**src/rtl/vga_pkg.sv**
```systemverilog
// Shared types for the VGA transmitter: pixel colour, timing description,
// controller states and the colour-bar lookup used by the test pattern.
package vga_pkg;

  typedef struct packed {
    logic [7:0] r;
    logic [7:0] g;
    logic [7:0] b;
  } rgb_t;

  typedef struct packed {
    logic [10:0] active;
    logic [7:0]  fp;
    logic [7:0]  sync;
    logic [7:0]  bp;
  } timing_t;

  typedef enum logic [1:0] {
    ST_IDLE = 2'd0,
    ST_SEEK = 2'd1,
    ST_RUN  = 2'd2
  } state_e;

  // Bars left to right: white, yellow, cyan, green, magenta, red, blue, black.
  function automatic rgb_t bar_color(input logic [2:0] idx);
    rgb_t c;
    c.r = idx[1] ? 8'h00 : 8'hFF;
    c.g = idx[2] ? 8'h00 : 8'hFF;
    c.b = idx[0] ? 8'h00 : 8'hFF;
    return c;
  endfunction

endpackage

```
**src/rtl/vga_timing_gen.sv**
```systemverilog
// Horizontal/vertical raster counters with active-area and sync decode.
// Counters restart from (0,0) whenever run is low.
module vga_timing_gen
  import vga_pkg::*;
#(
  parameter timing_t H_TIM  = '{active: 11'd640, fp: 8'd16, sync: 8'd96, bp: 8'd48},
  parameter timing_t V_TIM  = '{active: 11'd480, fp: 8'd11, sync: 8'd2,  bp: 8'd31},
  parameter bit      HS_POL = 1'b1,
  parameter bit      VS_POL = 1'b1
) (
  input  logic        pixel_clk,
  input  logic        rst_n,
  input  logic        run,
  output logic [10:0] hcnt,
  output logic [9:0]  vcnt,
  output logic        active,
  output logic        hs,
  output logic        vs
);

  localparam int HTOT = int'(H_TIM.active) + int'(H_TIM.fp) + int'(H_TIM.sync) + int'(H_TIM.bp);
  localparam int VTOT = int'(V_TIM.active) + int'(V_TIM.fp) + int'(V_TIM.sync) + int'(V_TIM.bp);

  localparam logic [10:0] H_LAST   = 11'(HTOT - 1);
  localparam logic [10:0] H_SYNC_S = 11'(int'(H_TIM.active) + int'(H_TIM.fp));
  localparam logic [10:0] H_SYNC_E = 11'(HTOT - int'(H_TIM.bp));
  localparam logic [9:0]  V_ACT    = 10'(V_TIM.active);
  localparam logic [9:0]  V_LAST   = 10'(VTOT - 1);
  localparam logic [9:0]  V_SYNC_S = 10'(int'(V_TIM.active) + int'(V_TIM.fp));
  localparam logic [9:0]  V_SYNC_E = 10'(VTOT - int'(V_TIM.bp));

  logic [10:0] hcnt_q, hcnt_d;
  logic [9:0]  vcnt_q, vcnt_d;

  always_comb begin
    hcnt_d = hcnt_q;
    vcnt_d = vcnt_q;
    if (!run) begin
      hcnt_d = '0;
      vcnt_d = '0;
    end else if (hcnt_q == H_LAST) begin
      hcnt_d = '0;
      vcnt_d = (vcnt_q == V_LAST) ? '0 : vcnt_q + 10'd1;
    end else begin
      hcnt_d = hcnt_q + 11'd1;
    end
  end

  always_ff @(posedge pixel_clk or negedge rst_n) begin
    if (!rst_n) begin
      hcnt_q <= '0;
      vcnt_q <= '0;
    end else begin
      hcnt_q <= hcnt_d;
      vcnt_q <= vcnt_d;
    end
  end

  assign hcnt   = hcnt_q;
  assign vcnt   = vcnt_q;
  assign active = (hcnt_q < H_TIM.active) && (vcnt_q < V_ACT);
  assign hs     = ((hcnt_q >= H_SYNC_S) && (hcnt_q < H_SYNC_E)) ? HS_POL : ~HS_POL;
  assign vs     = ((vcnt_q >= V_SYNC_S) && (vcnt_q < V_SYNC_E)) ? VS_POL : ~VS_POL;

endmodule

```
**src/rtl/vga_tx.sv**
```systemverilog
// VGA transmitter: locks a pixel stream to the raster on its SOF beat and
// registers rgb/sync/de. Define VGA_TX_TEST_PATTERN_EN for colour-bar output.
module vga_tx
  import vga_pkg::*;
#(
  parameter int HOR_ACT   = 640,
  parameter int HOR_FP    = 16,
  parameter int HOR_SYNC  = 96,
  parameter int HOR_BP    = 48,
  parameter int VERT_ACT  = 480,
  parameter int VERT_FP   = 11,
  parameter int VERT_SYNC = 2,
  parameter int VERT_BP   = 31,
  parameter bit HSYNC_POL = 1'b1,
  parameter bit VSYNC_POL = 1'b1
) (
  input  logic        pixel_clk,
  input  logic        rst_n,
  input  logic        en,
`ifdef VGA_TX_TEST_PATTERN_EN
  input  logic        pattern_sel,
`endif
  input  logic        s_valid,
  output logic        s_ready,
  input  logic [23:0] s_rgb,
  input  logic        s_sof,
  output logic [7:0]  r,
  output logic [7:0]  g,
  output logic [7:0]  b,
  output logic        hsync,
  output logic        vsync,
  output logic        de,
  output logic        underrun,
  output logic        misalign,
  input  logic        err_clr
);

  localparam timing_t H_TIM = '{active: 11'(HOR_ACT), fp: 8'(HOR_FP), sync: 8'(HOR_SYNC), bp: 8'(HOR_BP)};
  localparam timing_t V_TIM = '{active: 11'(VERT_ACT), fp: 8'(VERT_FP), sync: 8'(VERT_SYNC), bp: 8'(VERT_BP)};

  state_e      state_q, state_d;
  rgb_t        rgb_q, rgb_d;
  logic        de_q, de_d;
  logic        hsync_q, hsync_d;
  logic        vsync_q, vsync_d;
  logic        underrun_q, underrun_d;
  logic        misalign_q, misalign_d;

  logic [10:0] hcnt;
  logic [9:0]  vcnt;
  logic        active, hs, vs;
  logic        run, at_origin, take, set_ur, set_ma, ready_c;

`ifdef VGA_TX_TEST_PATTERN_EN
  localparam int BAR_W = HOR_ACT / 8;
  logic [2:0] bar_idx;
  assign bar_idx = 3'(hcnt / 11'(BAR_W));
  // The pattern keeps the raster running even while the FSM sits frozen in IDLE.
  assign run = en && ((state_q != ST_IDLE) || pattern_sel);
`else
  assign run = en && (state_q != ST_IDLE);
`endif

  vga_timing_gen #(
    .H_TIM  (H_TIM),
    .V_TIM  (V_TIM),
    .HS_POL (HSYNC_POL),
    .VS_POL (VSYNC_POL)
  ) u_timing (
    .pixel_clk (pixel_clk),
    .rst_n     (rst_n),
    .run       (run),
    .hcnt      (hcnt),
    .vcnt      (vcnt),
    .active    (active),
    .hs        (hs),
    .vs        (vs)
  );

  assign at_origin = (hcnt == 11'd0) && (vcnt == 10'd0);

  always_comb begin
    state_d = state_q;
    ready_c = 1'b0;
    take    = 1'b0;
    set_ur  = 1'b0;
    set_ma  = 1'b0;
    case (state_q)
      ST_IDLE: state_d = ST_SEEK;
      ST_SEEK: begin
        // Non-SOF beats are flushed; an SOF beat waits for the frame origin.
        ready_c = !s_sof || at_origin;
        if (s_valid && s_sof && at_origin) begin
          take    = 1'b1;
          state_d = ST_RUN;
        end
      end
      ST_RUN: begin
        if (active) begin
          ready_c = !(s_sof && !at_origin);
          if (!s_valid) begin
            set_ur  = 1'b1;
            state_d = ST_SEEK;
          end else if (s_sof && !at_origin) begin
            set_ma  = 1'b1;
            state_d = ST_SEEK;
          end else begin
            take = 1'b1;
          end
        end
      end
      default: state_d = ST_IDLE;
    endcase
`ifdef VGA_TX_TEST_PATTERN_EN
    if (pattern_sel) begin
      state_d = state_q;
      ready_c = 1'b0;
      take    = 1'b0;
      set_ur  = 1'b0;
      set_ma  = 1'b0;
    end
`endif
    if (!en) begin
      state_d = ST_IDLE;
      ready_c = 1'b0;
      take    = 1'b0;
      set_ur  = 1'b0;
      set_ma  = 1'b0;
    end
  end

  always_comb begin
    rgb_d = take ? rgb_t'(s_rgb) : '0;
`ifdef VGA_TX_TEST_PATTERN_EN
    if (run && pattern_sel && active) rgb_d = bar_color(bar_idx);
`endif
    de_d       = run && active;
    hsync_d    = run ? hs : ~HSYNC_POL;
    vsync_d    = run ? vs : ~VSYNC_POL;
    underrun_d = set_ur ? 1'b1 : (err_clr ? 1'b0 : underrun_q);
    misalign_d = set_ma ? 1'b1 : (err_clr ? 1'b0 : misalign_q);
  end

  always_ff @(posedge pixel_clk or negedge rst_n) begin
    if (!rst_n) begin
      state_q    <= ST_IDLE;
      rgb_q      <= '0;
      de_q       <= 1'b0;
      hsync_q    <= ~HSYNC_POL;
      vsync_q    <= ~VSYNC_POL;
      underrun_q <= 1'b0;
      misalign_q <= 1'b0;
    end else begin
      state_q    <= en ? state_d : ST_IDLE;
      rgb_q      <= rgb_d;
      de_q       <= de_d;
      hsync_q    <= hsync_d;
      vsync_q    <= vsync_d;
      underrun_q <= underrun_d;
      misalign_q <= misalign_d;
    end
  end

  assign s_ready  = ready_c;
  assign r        = rgb_q.r;
  assign g        = rgb_q.g;
  assign b        = rgb_q.b;
  assign de       = de_q;
  assign hsync    = hsync_q;
  assign vsync    = vsync_q;
  assign underrun = underrun_q;
  assign misalign = misalign_q;

endmodule

```
**config.mk**
```make
export PLATFORM = sky130hd
export DESIGN_NAME = vga_tx
export DESIGN_NICKNAME = d
export VERILOG_FILES = /design/src/rtl/vga_pkg.sv /design/src/rtl/vga_timing_gen.sv /design/src/rtl/vga_tx.sv
export SDC_FILE = /design/constraint.sdc
export NUM_CORES = 1
export LEC_CHECK = 0
export CAP_MARGIN = 10
export CORE_ASPECT_RATIO = 0.6
export CORE_MARGIN = 3
export CORE_UTILIZATION = 52
export CTS_CLUSTER_SIZE = 16
export DETAILED_ROUTE_END_ITERATION = 8
export PLACE_DENSITY = 0.84
export SLEW_MARGIN = 20
export SYNTH_ARGS = -nofsm -noshare
export SYNTH_HDL_FRONTEND = slang
export SYNTH_SLANG_ARGS = --single-unit
export TNS_END_PERCENT = 10
```
**constraint.sdc**
```tcl
create_clock -name pixel_clk -period 5.59 [get_ports pixel_clk]
set_input_delay 1.118 -clock pixel_clk [delete_from_list [all_inputs] [get_ports pixel_clk]]
set_output_delay 1.118 -clock pixel_clk [all_outputs]
set_load 0.02 [all_outputs]
```
==> qor.yml <==
antenna_cells: 0
clockPowerShare_pct: 27.5
leakage_nw: 1.36
fin_crit_ns: 3.89
p_int_mw: 0.648
grt_pass1_vias: 1726
routed_wl_um: 5440
area_growth_pct: 32.3
syn_nets: 265
worst_setup_path_start_kind: "input port"
tightest_slew_ns: 0.631
final_util_pct: 74.2
setup_tns_ns: 0
path_clk_slew_ns: 0.09
critPathMostFrequentCell: "clkdlybuf4s50_1"
crit_chain: "clkdlybuf4s50_1, nand2_1, a21oi_1, o21a_1, clkdlybuf4s50_1"
htreeDepth: 2
synthFlopType: "dfrtp_1"
rsz0062_at_grt: "no"
cp-end-kind: "output pin"
syn_avg_cell_area_um2: 10.6
slowest_delay_ns: 0.62
num_vias: 1879
start_util_pct: 56.1
crit_fanout: 8
wire_per_inst_um: 15.5
seqCellArea_um2: 1300
multi_input_comb_area_um2: 1020
critical_path_class: "input port to output pin"
grt_max_degree: 53
track_usage_pct: 20.8
route.detailed.drc: 0
drt_pass1_iterations: 4
finalCritPeriodShare_pct: 69.6
cts_resized: 0
die_w_um: 93.7
clkSinkCount: 52
synth_top_cell_by_area: "dfrtp_1"
hold_buffers: 0
hold_path.class: "flip-flop to flip-flop"
yosys.area.top_type_share_pct: 54.3
place.detailed.hpwl_um: 3980
netlist_instances: 226
viasPerCell: 5.34
yosysSeqAreaShare_pct: 54.3
numPortBuffers: 59
io_pins: 60
worst_ir_drop_vdd_uv: 188
globalplace.congestion: 0.854
max_cap_viol_count: 0
fmax_mhz: 257
final-setup-viol-count: 0
drv_slew: 0
post_cts_buffers: 0
ctsRootBufferMaster: "clkbuf_8"
drtIter0Drc: 123
die_area_um2: 5490
grt_antenna_before_repair: 0
ys_types: 41
fin_skew_ns: 0.00765
critPathSlowestCell: "clkdlybuf4s50_1"
hold_viol: 0
outcome: "completed"
nets: 330
synthesis.area_um2: 2400
p_switching_mw: 0.284
cp.required_ns: 4.47
drive_gt1_share_pct: 6.16
ys_seq_elements: 52
slew_headroom_pct: 57.9
dieHeight_um: 58.6
power_density_nw_per_um2: 294
async_reset_ff_share_pct: 100
sequentialPowerShare_pct: 44.9
share_comb_of_total_power_pct: 27.6
synth.area.top_cells: "dfrtp_1, and2_1, ha_1, nor2_1, nand2_1"
cts_tree: "yes"
cts_buffer_depth: 2
ys_top_cells_by_count: "dfrtp_1, and2_1, nor2_1"
yosysMostFrequentCell: "dfrtp_1"
rows: 18
cp.arrival_ns: 2.77
yosys_warnings: 0
grt_remaining_overflow: 0
core_um2: 4280
fill_cells: 300
antenna_left: 0
grt_pass1_wl_um: 8710
swShare_pct: 30.5
clock_latency_ns: 0.31
cts_made_buffers: 5
synth_edf_count: 0
[flip-flops by register name, indices dropped and copies added, names as in the netlist]
name,cells
underrun,1
misalign,1
de,1
u_timing.hcnt,11
r,8
g,8
vsync,1
hsync,1
state_q,2
b,8
u_timing.vcnt,10
[power by group through the flow]
stage / combinational, mW / sequential, mW / clock, mW
3_3_place_gp: 0.245 / 0.424 / 0
5_1_grt: 0.283 / 0.421 / 0.274
3_5_place_dp: 0.253 / 0.425 / 0
4_1_cts: 0.257 / 0.418 / 0.260
6_report: 0.257 / 0.418 / 0.256
2_1_floorplan: 0.144 / 0.435 / 0
[cell families after synthesis]
| kind of cell | count (synthesis) | synth area share [%] |
|---|---|---|
| buf+inv | 18 | 3.49 |
| simple gates | 103 | 23.5 |
| mux | 3 | 1.25 |
| xor+xnor | 8 | 2.92 |
| flops | 52 | 54.3 |
| compound gates | 33 | 9.91 |
| fa+ha+maj | 9 | 4.69 |
[final timing paths]
check | startpoint | end | slack [ns] | depth (start not counted)
max in group asynchronous | rst_n | b[3]$_DFF_PN0_ | 4.26 | 2
hold / removal | u_timing.hcnt[0]$_DFF_PN0_ | u_timing.hcnt[0]$_DFF_PN0_ | 0.51 | 1
setup reg to reg | u_timing.vcnt[2]$_DFFE_PN0P_ | g[0]$_DFF_PN0_ | 3.21 | 6
hold reg to reg | u_timing.hcnt[0]$_DFF_PN0_ | u_timing.hcnt[0]$_DFF_PN0_ | 0.51 | 1
setup / recovery | en | s_ready | 1.70 | 5
min in group asynchronous | rst_n | u_timing.hcnt[3]$_DFF_PN0_ | 0.89 | 2
[layout make-up]
| cell class | count | area share [%] |
|---|---|---|
| clock buffers | 6 | 2.29 |
| clock inverters | 2 | 1.22 |
| inverters | 14 | 1.66 |
| multi-input cells | 156 | 32.2 |
| flip-flops and latches | 52 | 41.0 |
| well taps | 60 | 2.37 |
| repair buffers | 62 | 19.3 |
[worst max-delay path: cells and delay by family]
| kind | cells | cell delay [ns] |
|---|---|---|
| buffers and inverters | 2 | 1.21 |
| AOI/OAI and AO/OA | 2 | 0.27 |
| and+or+nand+nor | 1 | 0.17 |
[metal layers]
metal	vias up	global-route usage (%)	wire, um
met5	-	0	0
met4	0	5.35	65
met3	9	4.47	456
met2	93	30.9	2440
met1	875	31.4	2480
li1	902	-	-
[cells in the final DEF (no fill, tap or decap), types with 2 or more instances in the layout]
cell	Yosys	final
nor2_1	21	21
nand4_1	3	3
mux2i_1	3	3
nor3_1	7	7
inv_1	14	14
nand2_1	19	19
dfrtp_1	52	52
clkdlybuf4s50_1	0	58
clkbuf_8	0	5
o31ai_1	6	6
buf_4	0	2
nor2b_1	3	3
o21ai_0	14	14
nand2b_1	2	2
xor2_1	2	2
ha_1	9	9
xnor2_1	6	6
and2_1	25	25
a21oi_1	2	2
nor4b_1	2	2
nand3_1	12	12
[metrics by stage]
stage / power (mW) / std cells / area, um^2 / setup WS (ns) / hold slack (ns)
6_report: 0.932 / 352 / 3170 / 1.70 / 0.506
5_1_grt: 0.977 / 352 / 3170 / 1.64 / 0.542
3_5_place_dp: 0.678 / 343 / 3050 / 1.72 / 0.492
4_1_cts: 0.936 / 351 / 3160 / 1.70 / 0.514
3_3_place_gp: 0.668 / 343 / 3050 / 1.77 / 0.487
2_1_floorplan: 0.579 / 226 / 2400 / 2.85 / 0.473
Power figures use the tool's default switching activity.
